[config.mk]
export PLATFORM = sky130hd
export DESIGN_NAME = bp_me_cache_pkt_arbiter
export DESIGN_NICKNAME = d
export VERILOG_FILES = /design/src/rtl/bp_me_cache_pkt_arbiter.sv
export SDC_FILE = /design/constraint.sdc
export NUM_CORES = 1
export LEC_CHECK = 0
export CAP_MARGIN = 10
export CORE_AREA = 3 3 129 131
export CTS_CLUSTER_SIZE = 28
export DETAILED_ROUTE_END_ITERATION = 6
export DIE_AREA = 0 0 132 134
export SYNTH_ARGS = -nofsm -noshare
export SYNTH_HDL_FRONTEND = slang
export SYNTH_SLANG_ARGS = --single-unit
[constraint.sdc]
create_clock -name clk_i -period 4.6 [get_ports clk_i]
set_input_delay 0.92 -clock clk_i [delete_from_list [all_inputs] [get_ports clk_i]]
set_output_delay 0.92 -clock clk_i [all_outputs]
set_load 0.005 [all_outputs]
[src/rtl/bp_me_cache_pkt_arbiter.sv]
// ============================================================================
// Module   : bp_me_cache_pkt_arbiter
// Purpose  : Round-robin sharing of one bsg_cache packet port; in-order
//            responses are routed back via a requester-ID tag FIFO.
// Revision : 1.0 - initial release
// ============================================================================
`default_nettype none

module bp_me_cache_pkt_arbiter #(
  parameter int num_req_p         = 2,
  parameter int pkt_width_p       = 64,
  parameter int data_width_p      = 64,
  parameter int max_outstanding_p = 4
) (
  input  logic                               clk_i,
  input  logic                               reset_i,

  input  logic [num_req_p*pkt_width_p-1:0]   req_pkt_i,
  input  logic [num_req_p-1:0]               req_v_i,
  output logic [num_req_p-1:0]               req_ready_and_o,

  output logic [pkt_width_p-1:0]             cache_pkt_o,
  output logic                               cache_v_o,
  input  logic                               cache_ready_i,

  input  logic [data_width_p-1:0]            cache_data_i,
  input  logic                               cache_v_i,
  output logic                               cache_yumi_o,

  output logic [data_width_p-1:0]            resp_data_o,
  output logic [num_req_p-1:0]               resp_v_o,
  input  logic [num_req_p-1:0]               resp_yumi_i
);

  localparam int c_LG_REQ = (num_req_p > 1) ? $clog2(num_req_p) : 1;
  localparam int c_CNT_W  = (max_outstanding_p + 1 > 1) ? $clog2(max_outstanding_p + 1) : 1;
  localparam int c_PTR_W  = (max_outstanding_p > 1) ? $clog2(max_outstanding_p) : 1;

  logic [c_LG_REQ-1:0] r_rr_ptr;
  logic [c_CNT_W-1:0]  r_outstanding;
  logic [c_PTR_W-1:0]  r_wptr;
  logic [c_PTR_W-1:0]  r_rptr;
  logic [c_LG_REQ-1:0] r_tags [max_outstanding_p];

  logic [c_LG_REQ-1:0] w_grant;
  logic [c_LG_REQ-1:0] w_head;
  logic                w_credit;
  logic                w_fifo_empty;
  logic                w_issue;
  logic                w_resp_ok;
  logic                w_pop;

  // Credit comes from registered state only, so a pop at full frees it next cycle.
  assign w_credit     = (r_outstanding != c_CNT_W'(max_outstanding_p));
  assign w_fifo_empty = (r_outstanding == '0);

  always_comb begin
    int  sum;
    logic found;
    sum     = 0;
    found   = 1'b0;
    w_grant = '0;
    for (int k = 0; k < num_req_p; k++) begin
      sum = int'(r_rr_ptr) + k;
      if (sum >= num_req_p) sum = sum - num_req_p;
      if (!found && req_v_i[c_LG_REQ'(sum)]) begin
        found   = 1'b1;
        w_grant = c_LG_REQ'(sum);
      end
    end
  end

  assign cache_v_o   = (|req_v_i) & w_credit & ~reset_i;
  assign cache_pkt_o = req_pkt_i[w_grant*pkt_width_p +: pkt_width_p];
  assign w_issue     = cache_v_o & cache_ready_i;

  always_comb begin
    req_ready_and_o = '0;
    if (w_issue) req_ready_and_o[w_grant] = 1'b1;
  end

  assign w_head       = r_tags[r_rptr];
  assign w_resp_ok    = cache_v_i & ~w_fifo_empty;
  assign w_pop        = w_resp_ok & resp_yumi_i[w_head];
  assign cache_yumi_o = w_pop;
  assign resp_data_o  = cache_data_i;

  always_comb begin
    resp_v_o = '0;
    if (w_resp_ok) resp_v_o[w_head] = 1'b1;
  end

  // Tag storage needs no reset: entries are only read behind valid pointers.
  always_ff @(posedge clk_i) begin
    if (w_issue) r_tags[r_wptr] <= w_grant;
  end

  always_ff @(posedge clk_i or posedge reset_i) begin
    if (reset_i) begin
      r_rr_ptr      <= '0;
      r_outstanding <= '0;
      r_wptr        <= '0;
      r_rptr        <= '0;
    end else begin
      if (w_issue) begin
        r_rr_ptr <= (w_grant == c_LG_REQ'(num_req_p - 1)) ? '0 : w_grant + 1'b1;
        r_wptr   <= (r_wptr == c_PTR_W'(max_outstanding_p - 1)) ? '0 : r_wptr + 1'b1;
      end
      if (w_pop) begin
        r_rptr <= (r_rptr == c_PTR_W'(max_outstanding_p - 1)) ? '0 : r_rptr + 1'b1;
      end
      case ({w_issue, w_pop})
        2'b10:   r_outstanding <= r_outstanding + 1'b1;
        2'b01:   r_outstanding <= r_outstanding - 1'b1;
        default: r_outstanding <= r_outstanding;
      endcase
    end
  end

`ifndef SYNTHESIS
  always @(posedge clk_i) begin
    if (!reset_i && cache_v_i && w_fifo_empty)
      $error("bp_me_cache_pkt_arbiter: cache response with no request outstanding");
  end
`endif

endmodule

`default_nettype wire

==> flow_summary.ini <==
[run_status]
outcome = completed

[timing]
clock-skew-final_ns = 0.000731
setup_tns_ns = 0
max-slew-margin-rel_pct = 72.6
fmax_mhz = 268
finalCriticalPeriod_ns = 3.73
finalHoldViolCount = 0
maxSlewViolCount = 0
setup_repair_after_global_routing_missed_its_margin = no
layout_worst_path_cycle_share_pct = 81.1
whs_ns = 0.516
worst_slew_pin_slew_ns = 0.411
finalSetupViolations = 0

[min_path]
hold_crit_start = r_rr_ptr
whs_path_depth = 1
min_delay_worst_endpoint = r_rr_ptr
hold_class = flip-flop to flip-flop

[synthesis]
ys_ff_latch = 12
netlist_instances = 193
synthesized_area_mm2 = 0.00196
synth_fp_nets = 400
synthTopCellsByArea = sky130_fd_sc_hd__mux2_2, sky130_fd_sc_hd__buf_4, sky130_fd_sc_hd__dfrtp_1, sky130_fd_sc_hd__edfxtp_1, sky130_fd_sc_hd__ha_1
yosysWarningCount = 0
synthDominantAreaCellType = sky130_fd_sc_hd__mux2_2
synthDominantCellAreaShare_pct = 36.9
synth_seq_area_share_pct = 16.4
mean_instance_size_in_the_synthesized_netlist_um2 = 10.1
synthDistinctLibCells = 25

[finish]
antenna_cells_inserted = 0
fillers = 1668
syn2layout_area_growth_pct = 98.0
mostFrequentLayoutCells = sky130_fd_sc_hd__clkdlybuf4s50_1, sky130_fd_sc_hd__mux2_2, sky130_fd_sc_hd__inv_1, sky130_fd_sc_hd__dfrtp_1
mostFrequentLayoutCell = sky130_fd_sc_hd__clkdlybuf4s50_1
drive_gt1_share_pct = 23.1
design.final.nets = 541

[placement]
numPortBuffers = 205
gp_routability_congestion = 0.745
hpwlAfterDp_um = 8180

[power]
p_per_area_mw_per_mm2 = 292
report.power.total_mw = 1.13
static-leakage-power_nw = 1.42
peakVddDrop_mv = 0.147

[drt]
finalWirelength_um = 9340
vias_per_cell = 3.44
final_antenna_net_count = 0
drt_iter0_markers = 31
drc_errors = 0
routed-via-count = 1888
wl_per_cell_um = 17.0
detail_route.first_pass.iterations = 4

[clock_tree]
cts_root_buf = sky130_fd_sc_hd__clkbuf_16
cts_repair_resize_count = 0
cts_num_sinks = 12
post_cts.repair.setup_buffers = 0
htree_num_levels = 1
clk_transition_reported_paths_ns = 0.04
tritoncts = done
cts_made_buffers = 3
clock_tree.buffer_depth = 2
cts.hold.buffers_added = 0
clock_latency_ns = 0.24

[global_routing]
globalRoute.totalOverflow = 0
grt_pass1_wl_um = 12900
number_of_antenna_violations_at_the_first_check_in_global_routing = 0
number_of_global_route_vias_before_repair = 1989
all_layer_gr_usage_pct = 9.52
pin_count_of_the_biggest_net_entering_global_routing = 70

[critical_path]
critical_path_cell_by_cell = clkdlybuf4s50_1 -> nand2_1 -> inv_2 -> buf_12 -> mux2_2 -> clkdlybuf4s50_1
crit_path_max_fanout = 69
type_of_origin_of_the_critical_path = input pin
r2r_end = r_outstanding[2]
r2r_cells = 8
reg2reg_from = r_rptr[0]
worst_ep_arrival_time_ns = 2.81
worst_setup_end_kind = output pin
critical_path.n_buffers_inverters = 4
crit_top_cell = sky130_fd_sc_hd__clkdlybuf4s50_1
critical_path_required_ns = 3.68
critical-path-slowest-cell = sky130_fd_sc_hd__clkdlybuf4s50_1
worst_path_largest_cell_delay_ns = 0.48
startpoint = req_v_i[0]
r2r_setup_slack_ns = 2.17
path_delay_family = buffers and inverters
path_class = input pin to output pin

[floorplanning]
num_rows = 46
top_level_ports = 334
die_width_um = 132
core_area_mm2 = 0.0157
design.die.area_mm2 = 0.0177
start_util_pct = 12.4
die-height_um = 134

[job]
max_cap_violations = 0
==> sequential cells by signal, summed over array words and instances, names as in the netlist <==
signal         count
r_tags             4
r_wptr             2
r_rr_ptr           1
r_rptr             2
r_outstanding      3
==> power by group <==
group	switching [mW]	total [mW]	internal, mW
Sequential	0.0466	0.201	0.155
Combinational	0.258	0.770	0.512
Clock	0.0454	0.160	0.114
Total	0.350	1.13	0.781
==> per-stage QoR <==
| step | instances | worst slack (ns) | cell area (um^2) | utilization, % |
|---|---|---|---|---|
| 2_1_floorplan | 193 | 1.87 | 1960 | - |
| 3_3_place_gp | 545 | 0.883 | 3790 | 24.1 |
| 3_5_place_dp | 545 | 0.890 | 3790 | 24.1 |
| 4_1_cts | 549 | 0.882 | 3870 | 24.6 |
| 5_1_grt | 549 | 0.817 | 3870 | 24.6 |
| 6_report | 549 | 0.870 | 3870 | 24.6 |
==> worst reg2reg max path, stage by stage (launching register included) <==
cell and delay (ns):
sky130_fd_sc_hd__dfrtp_1 0.40, sky130_fd_sc_hd__mux4_2 0.58, sky130_fd_sc_hd__mux2i_2 0.31, sky130_fd_sc_hd__ha_1 0.23
sky130_fd_sc_hd__inv_1 0.06, sky130_fd_sc_hd__fa_1 0.37, sky130_fd_sc_hd__xor2_1 0.15, sky130_fd_sc_hd__nor2_1 0.11
sky130_fd_sc_hd__xor2_1 0.15
==> layout make-up <==
| cell class | count | area (um^2) | share of cell area (%) |
|---|---|---|---|
| Clock inverter | 1 | 3.75 | 0.0970 |
| Timing Repair Buffer | 207 | 2080 | 53.7 |
| Multi-Input combinational cell | 101 | 1090 | 28.1 |
| Sequential cell | 12 | 320 | 8.27 |
| Clock buffer | 3 | 75.1 | 1.94 |
| Tap cell | 216 | 270 | 6.98 |
| Inverter | 9 | 33.8 | 0.873 |
==> how the worst max path moves through the flow <==
| stage | endpoint | depth (start not counted) |
|---|---|---|
| 2_1_floorplan | cache_pkt_o[0] | 5 |
| 3_3_place_gp | cache_pkt_o[34] | 6 |
| 3_5_place_dp | cache_pkt_o[34] | 6 |
| 4_1_cts | cache_pkt_o[34] | 6 |
| 5_1_grt | cache_pkt_o[34] | 6 |
| 6_report | cache_pkt_o[34] | 6 |
==> kinds of logic after synthesis <==
kind of cell / count (synthesis) / share of synthesized area (%)
xor+xnor: 3 / 1.34
buf+inv: 80 / 28.0
simple gates: 14 / 3.71
compound gates: 5 / 3.07
mux: 72 / 42.7
flops: 12 / 16.4
fa+ha+maj: 7 / 4.86
==> metal layers <==
layer	wire length, um	up-vias	GRT usage [%]
li1	-	876	-
met1	3570	860	11.2
met2	4580	124	15.6
met3	861	28	3.38
met4	330	0	4.26
met5	0	-	0
==> synth_stat cells <==
library cell and n:
sky130_fd_sc_hd__a2111oi_4 1, sky130_fd_sc_hd__a211oi_1 1, sky130_fd_sc_hd__and2_1 6, sky130_fd_sc_hd__buf_2 5, sky130_fd_sc_hd__buf_4 64, sky130_fd_sc_hd__clkbuf_1 2
sky130_fd_sc_hd__dfrtp_1 8, sky130_fd_sc_hd__edfxtp_1 4, sky130_fd_sc_hd__fa_1 1, sky130_fd_sc_hd__ha_1 6, sky130_fd_sc_hd__inv_1 9, sky130_fd_sc_hd__mux2_1 2
sky130_fd_sc_hd__mux2_2 64, sky130_fd_sc_hd__mux2_4 3, sky130_fd_sc_hd__mux2i_1 1, sky130_fd_sc_hd__mux2i_2 1, sky130_fd_sc_hd__mux4_2 1, sky130_fd_sc_hd__nand2_1 1
sky130_fd_sc_hd__nor2_1 5, sky130_fd_sc_hd__nor2_2 1, sky130_fd_sc_hd__nor2b_1 1, sky130_fd_sc_hd__o311ai_0 2, sky130_fd_sc_hd__o31ai_1 1, sky130_fd_sc_hd__xnor2_1 1
sky130_fd_sc_hd__xor2_1 2
Power figures use the tool's default switching activity.
